--- src/rtl/imm_operand_stage_pkg.sv ---
// Shared CPU24 immediate-stage constants: format codes, sign positions and FSM states.
// Bit numbers are MSB-first (bit 0 is the MSB of a 24-bit word).
package imm_operand_stage_pkg;

    localparam logic [1:0] FMT_IMM8  = 2'd0;
    localparam logic [1:0] FMT_IMM12 = 2'd1;
    localparam logic [1:0] FMT_IMM18 = 2'd2;
    localparam logic [1:0] FMT_LONG  = 2'd3;

    localparam logic [4:0] SX_POS_IMM8  = 5'd16;
    localparam logic [4:0] SX_POS_IMM12 = 5'd12;
    localparam logic [4:0] SX_POS_IMM18 = 5'd6;

    typedef enum logic [0:0] {
        ST_IDLE    = 1'b0,
        ST_LONG_LO = 1'b1
    } state_e;

    function automatic logic [4:0] sx_pos(input logic [1:0] fmt);
        case (fmt)
            FMT_IMM8:  sx_pos = SX_POS_IMM8;
            FMT_IMM18: sx_pos = SX_POS_IMM18;
            // LONG never uses the extended value; IMM12 position keeps the mux small
            default:   sx_pos = SX_POS_IMM12;
        endcase
    endfunction

endpackage

--- src/rtl/imm_operand_stage_sext.sv ---
// SignExtend_24bit: copies bit pos into bits 0..pos-1 (MSB-first numbering).
module SignExtend_24bit (
    input  logic [0:23] a,
    input  logic [4:0]  pos,
    output logic [0:23] y
);

    always_comb begin
        y = a;
        for (int i = 0; i < 24; i++) begin
            if (i < int'(pos)) begin
                y[i] = a[pos];
            end
        end
    end

endmodule

--- src/rtl/imm_operand_stage.sv ---
// Decode-side immediate operand stage: selects and sign-extends the immediate field,
// assembles two-beat long immediates and registers the operand with valid/ready.
module imm_operand_stage
    import imm_operand_stage_pkg::*;
#(
    parameter logic [0:23] IMM_RESET = 24'h000000
) (
    input  logic        clk,
    input  logic        rst,
    input  logic        in_valid,
    output logic        in_ready,
    input  logic [0:23] in_instr,
    input  logic [0:1]  in_fmt,
    input  logic        flush,
    output logic        out_valid,
    input  logic        out_ready,
    output logic [0:23] out_imm,
    output logic        out_long
);

    state_e      state;
    logic [0:11] hi_reg;
    logic [4:0]  sx_sel;
    logic [0:23] sx_a;
    logic [0:23] sx_y;
    logic        accept;

    assign in_ready = !flush && (!out_valid || out_ready);
    assign accept   = in_valid && in_ready;

    // Bits above the field are zeroed before extension so only the field reaches the extender
    always_comb begin
        sx_sel = sx_pos(in_fmt);
        sx_a   = in_instr;
        for (int i = 0; i < 24; i++) begin
            if (i < int'(sx_sel)) begin
                sx_a[i] = 1'b0;
            end
        end
    end

    SignExtend_24bit u_sext (
        .a   (sx_a),
        .pos (sx_sel),
        .y   (sx_y)
    );

    always_ff @(posedge clk or negedge rst) begin
        if (!rst) begin
            state     <= ST_IDLE;
            hi_reg    <= '0;
            out_valid <= 1'b0;
            out_long  <= 1'b0;
            out_imm   <= IMM_RESET;
        end else if (flush) begin
            state     <= ST_IDLE;
            hi_reg    <= '0;
            out_valid <= 1'b0;
            out_long  <= 1'b0;
        end else begin
            if (out_valid && out_ready) begin
                out_valid <= 1'b0;
            end
            if (accept) begin
                case (state)
                    ST_IDLE: begin
                        if (in_fmt == FMT_LONG) begin
                            hi_reg <= in_instr[12:23];
                            state  <= ST_LONG_LO;
                        end else begin
                            out_imm   <= sx_y;
                            out_valid <= 1'b1;
                            out_long  <= 1'b0;
                        end
                    end
                    ST_LONG_LO: begin
                        out_imm   <= {hi_reg, in_instr[12:23]};
                        out_valid <= 1'b1;
                        out_long  <= 1'b1;
                        state     <= ST_IDLE;
                    end
                    default: state <= ST_IDLE;
                endcase
            end
        end
    end

endmodule

--- config.mk ---
export PLATFORM = sky130hd
export DESIGN_NAME = imm_operand_stage
export DESIGN_NICKNAME = d
export VERILOG_FILES = /design/src/rtl/imm_operand_stage_pkg.sv /design/src/rtl/imm_operand_stage_sext.sv /design/src/rtl/imm_operand_stage.sv
export SDC_FILE = /design/constraint.sdc
export NUM_CORES = 1
export LEC_CHECK = 0
export CAP_MARGIN = 20
export CORE_MARGIN = 5
export CORE_UTILIZATION = 50
export DETAILED_ROUTE_END_ITERATION = 10
export PLACE_DENSITY = 0.83
export RECOVER_POWER = 50
export SLEW_MARGIN = 20
export SYNTH_ARGS = -nofsm -noshare
export SYNTH_HDL_FRONTEND = slang
export SYNTH_SLANG_ARGS = --single-unit
export TNS_END_PERCENT = 50
--- constraint.sdc ---
create_clock -name clk -period 3 [get_ports clk]
set_input_delay 0.6 -clock clk [delete_from_list [all_inputs] [get_ports clk]]
set_output_delay 0.6 -clock clk [all_outputs]
set_load 0.01 [all_outputs]
==> summary.md <==
| Metric | Value |
|---|---|
| Die ar. | 0.00507 mm2 |
| Syn. warnings | 0 |
| Via count | between 1000 and 1500 |
| Die height | between 70 and 80 um |
| Post-Route WL | 4310 um |
| Syn nets | approximately 200 |
| Final Slew Violations | 40 |
| Clock Latency Late Sink | 0.29 ns |
| Hold Fails Final Rpt | 0 |
| Worst reg2reg path depth | 3 |
| Worst reg2reg setup slack | ~1.2 ns |
| CP max FO | 3 |
| Initial Util | 51.6% |
| Yosys reg bits | 39 |
| Buf+Inv Stages, Crit Path | 2 |
| Num CTS Buffers | 5 |
| Dpl cells | 257 |
| GR Util All Layers | 18.3% |
| Failing checks | max-capacitance violations, max-slew violations |
| Seq/Total Area, Yosys | 52.1% |
| Io pins | 58 |
| Hold_sp | out_imm[21]$_DFFE_PN0P_ |
| PortBufs | 51 |
| Final setup vio count | 0 |
| Worst Setup Start Kind | input pin |
| Nets | 247 |
| Yosys top cell area share | 52.1% |
| Max_slew headroom | -32.6% |
| # fillers | approximately 300 |
| Routability cong. | around 0.80 |
| Final Worst Setup Slack | 0.503 ns |
| WL/cell | around 16 um |
| R2R Path End | out_imm[23]$_DFFE_PN0P_ |
| Final Cycle Share | 83.2% |
| Netlist cell types | 25 |
| Number of global-route vias before repair | around 1600 |
| Post-synth EDFFs | 0 |
| Skew final | 0.00719 ns |
| Hold path depth | 1 |
| Synth Instances | ~160 |
| Initial DRC count | 100 |
| R2R Path Start | state$_DFFE_PN0P_ |
| Non-filler cells, final | 265 |
| Hold buffer count at CTS | 0 |
| CTS tree | done |
| Initial antenna violation count | 0 |
| Worst-margin pin slew | 1.99 ns |
| Worst Hold Class | register to register |
| CTS root buffer | clkbuf_8 |
| CP max-delay cell | clkdlybuf4s50_1 |
| Critical path arrival | 1.90 ns |
| Setup TNS | 0 ns |
| Leakage power | just over 0.001 uW |
| Worst Hold Endpoint | out_imm[21]$_DFFE_PN0P_ |
| Crit path capture type | output pin |
| Ys async rst share | 100% |
| Clock slew at reported path FFs | 0.07 ns |
| Ys flop type | dfrtp_1 |
| Ant diodes | 0 |
| Upper clock frequency limit | around 400 MHz |
| Clock buffer depth | 2 |
| CP required | 2.40 ns |
| H-tree level count | 2 |
| Synth top area cells | dfrtp_1, mux2_2, a31oi_1, nor2b_1, nand2_1 |
| Final core utilization | between 60% and 70% |
| Wire length on met2 | 2180 um |
| Status | complete, but fails checks |
| Die Width | roughly 70 um |
| Rows | 22 |
| Total iterations of the first detailed-routing run | 4 |
| Grt ovf | 0 |
| Unrepaired setup endpoints after global routing | no |
| Post-detail-place hpwl | 3230 um |
| Post-CTS Setup Bufs | 0 |
| Top Metal Used | met4 |
| Antenna viol nets, final | 0 |
| Mapped Area | 0.00187 mm2 |
| Share of layout cells above drive strength 1 | 17.5% |
| Top-count cell post-synth | dfrtp_1 |
| Place WS | 0.512 ns |
| Max Cap Viol | 1 |
| Mapped Avg Cell Area | ~11 um2 |
| PD cells | 552 mW/mm2 |
| Fin area | 0.00250 mm2 |
| Detailed-route DRC error count | 0 |
| Max FFs per register | 24 |
| First-pass GRT wire length | 7310 um |
| Post-layout minimum cycle time | 2.50 ns |
| Worst path top cell family by delay | buffers and inverters |
| DP Area | 0.00241 mm2 |
| Post-synth top cells | dfrtp_1, a31oi_1, mux2_2 |
| Largest net degree at the start of global routing | 40 |
| Type of the worst setup path | input pin to output pin |
| M1 WL | 1720 um |
| Maximum VDD drop | 0.358 mV |
| Core area | 0.00363 mm2 |
| Most Frequent Cell on Critical Path | clkdlybuf4s50_1 |
| Top cell type by total area after synthesis | dfrtp_1 |
| Post-CTS Resized | 0 |
| Critical path's largest stage delay | approximately 0.5 ns |
| Cell Chain, Critical Path | clkdlybuf4s50_1 > nor2b_1 > nor2_1 > clkdlybuf4s50_1 |
| DR vias/cell | 5.61 |
| Area grow syn2layout | 33.6% |
| Critical Path Start | out_ready |
| WL met3 | ~340 um |
| Sink Count | 39 |
-- cell type report --
class	count	area [um2]	area share (%)
inverter	2	7.51	0.300
sequential	39	976	39.0
clock buffer	7	96.3	3.85
multi-input combinational	111	807	32.2
tap	48	60.1	2.40
clock inverter	1	7.51	0.300
timing repair buffer	57	549	21.9
-- worst max path at each step --
stage          slack [ns]                    end  depth (start not counted)
3_5_place_dp         0.51               in_ready                          4
4_1_cts              0.50               in_ready                          4
6_report             0.50               in_ready                          4
2_1_floorplan        1.26  hi_reg[0]$_DFFE_PN0P_                          6
3_3_place_gp         0.54               in_ready                          4
5_1_grt              0.41               in_ready                          4
-- cells in the final DEF, fill, tap and decap left out, types with 5 or more instances in the layout --
master           count
dfrtp_1             39
clkdlybuf4s50_1     38
a31oi_1             33
mux2_2              20
nor2b_1             13
nand2_1             13
dlygate4sd3_1       12
clkbuf_8             7
nand2b_1             6
and2_1               6
buf_4                6
o311ai_0             5
-- power breakdown --
part | switching (uW) | internal, uW | leakage (uW)
logic | 153 | 202 | 0.000489
registers | 41.4 | 600 | 0.000476
clock network | 175 | 209 | 0.0000505
-- layer usage --
layer | GRT usage, % | up-vias
met3 | 5.89 | 7
met2 | 30.5 | 68
met4 | 5.64 | 0
li1 | - | 702
met5 | 0 | -
met1 | 22.6 | 709
-- metrics by stage --
| step | power (uW) | hold slack [ns] |
|---|---|---|
| finish | 1380 | 0.510 |
| global route | 1460 | 0.534 |
| CTS | 1410 | 0.429 |
| detailed placement | 1030 | 0.497 |
| global placement | 1010 | 0.491 |
| floorplan | 806 | 0.304 |
-- kinds of logic (layout without fill, tap and decap cells) --
logic type	after synthesis	in the layout	share of synthesized area, %
compound gates	42	42	16.0
buf+inv	14	67	4.61
flops	39	39	52.1
mux	20	20	12.0
simple gates	49	49	15.4
Note: power is estimated with default switching activity, not from simulation.
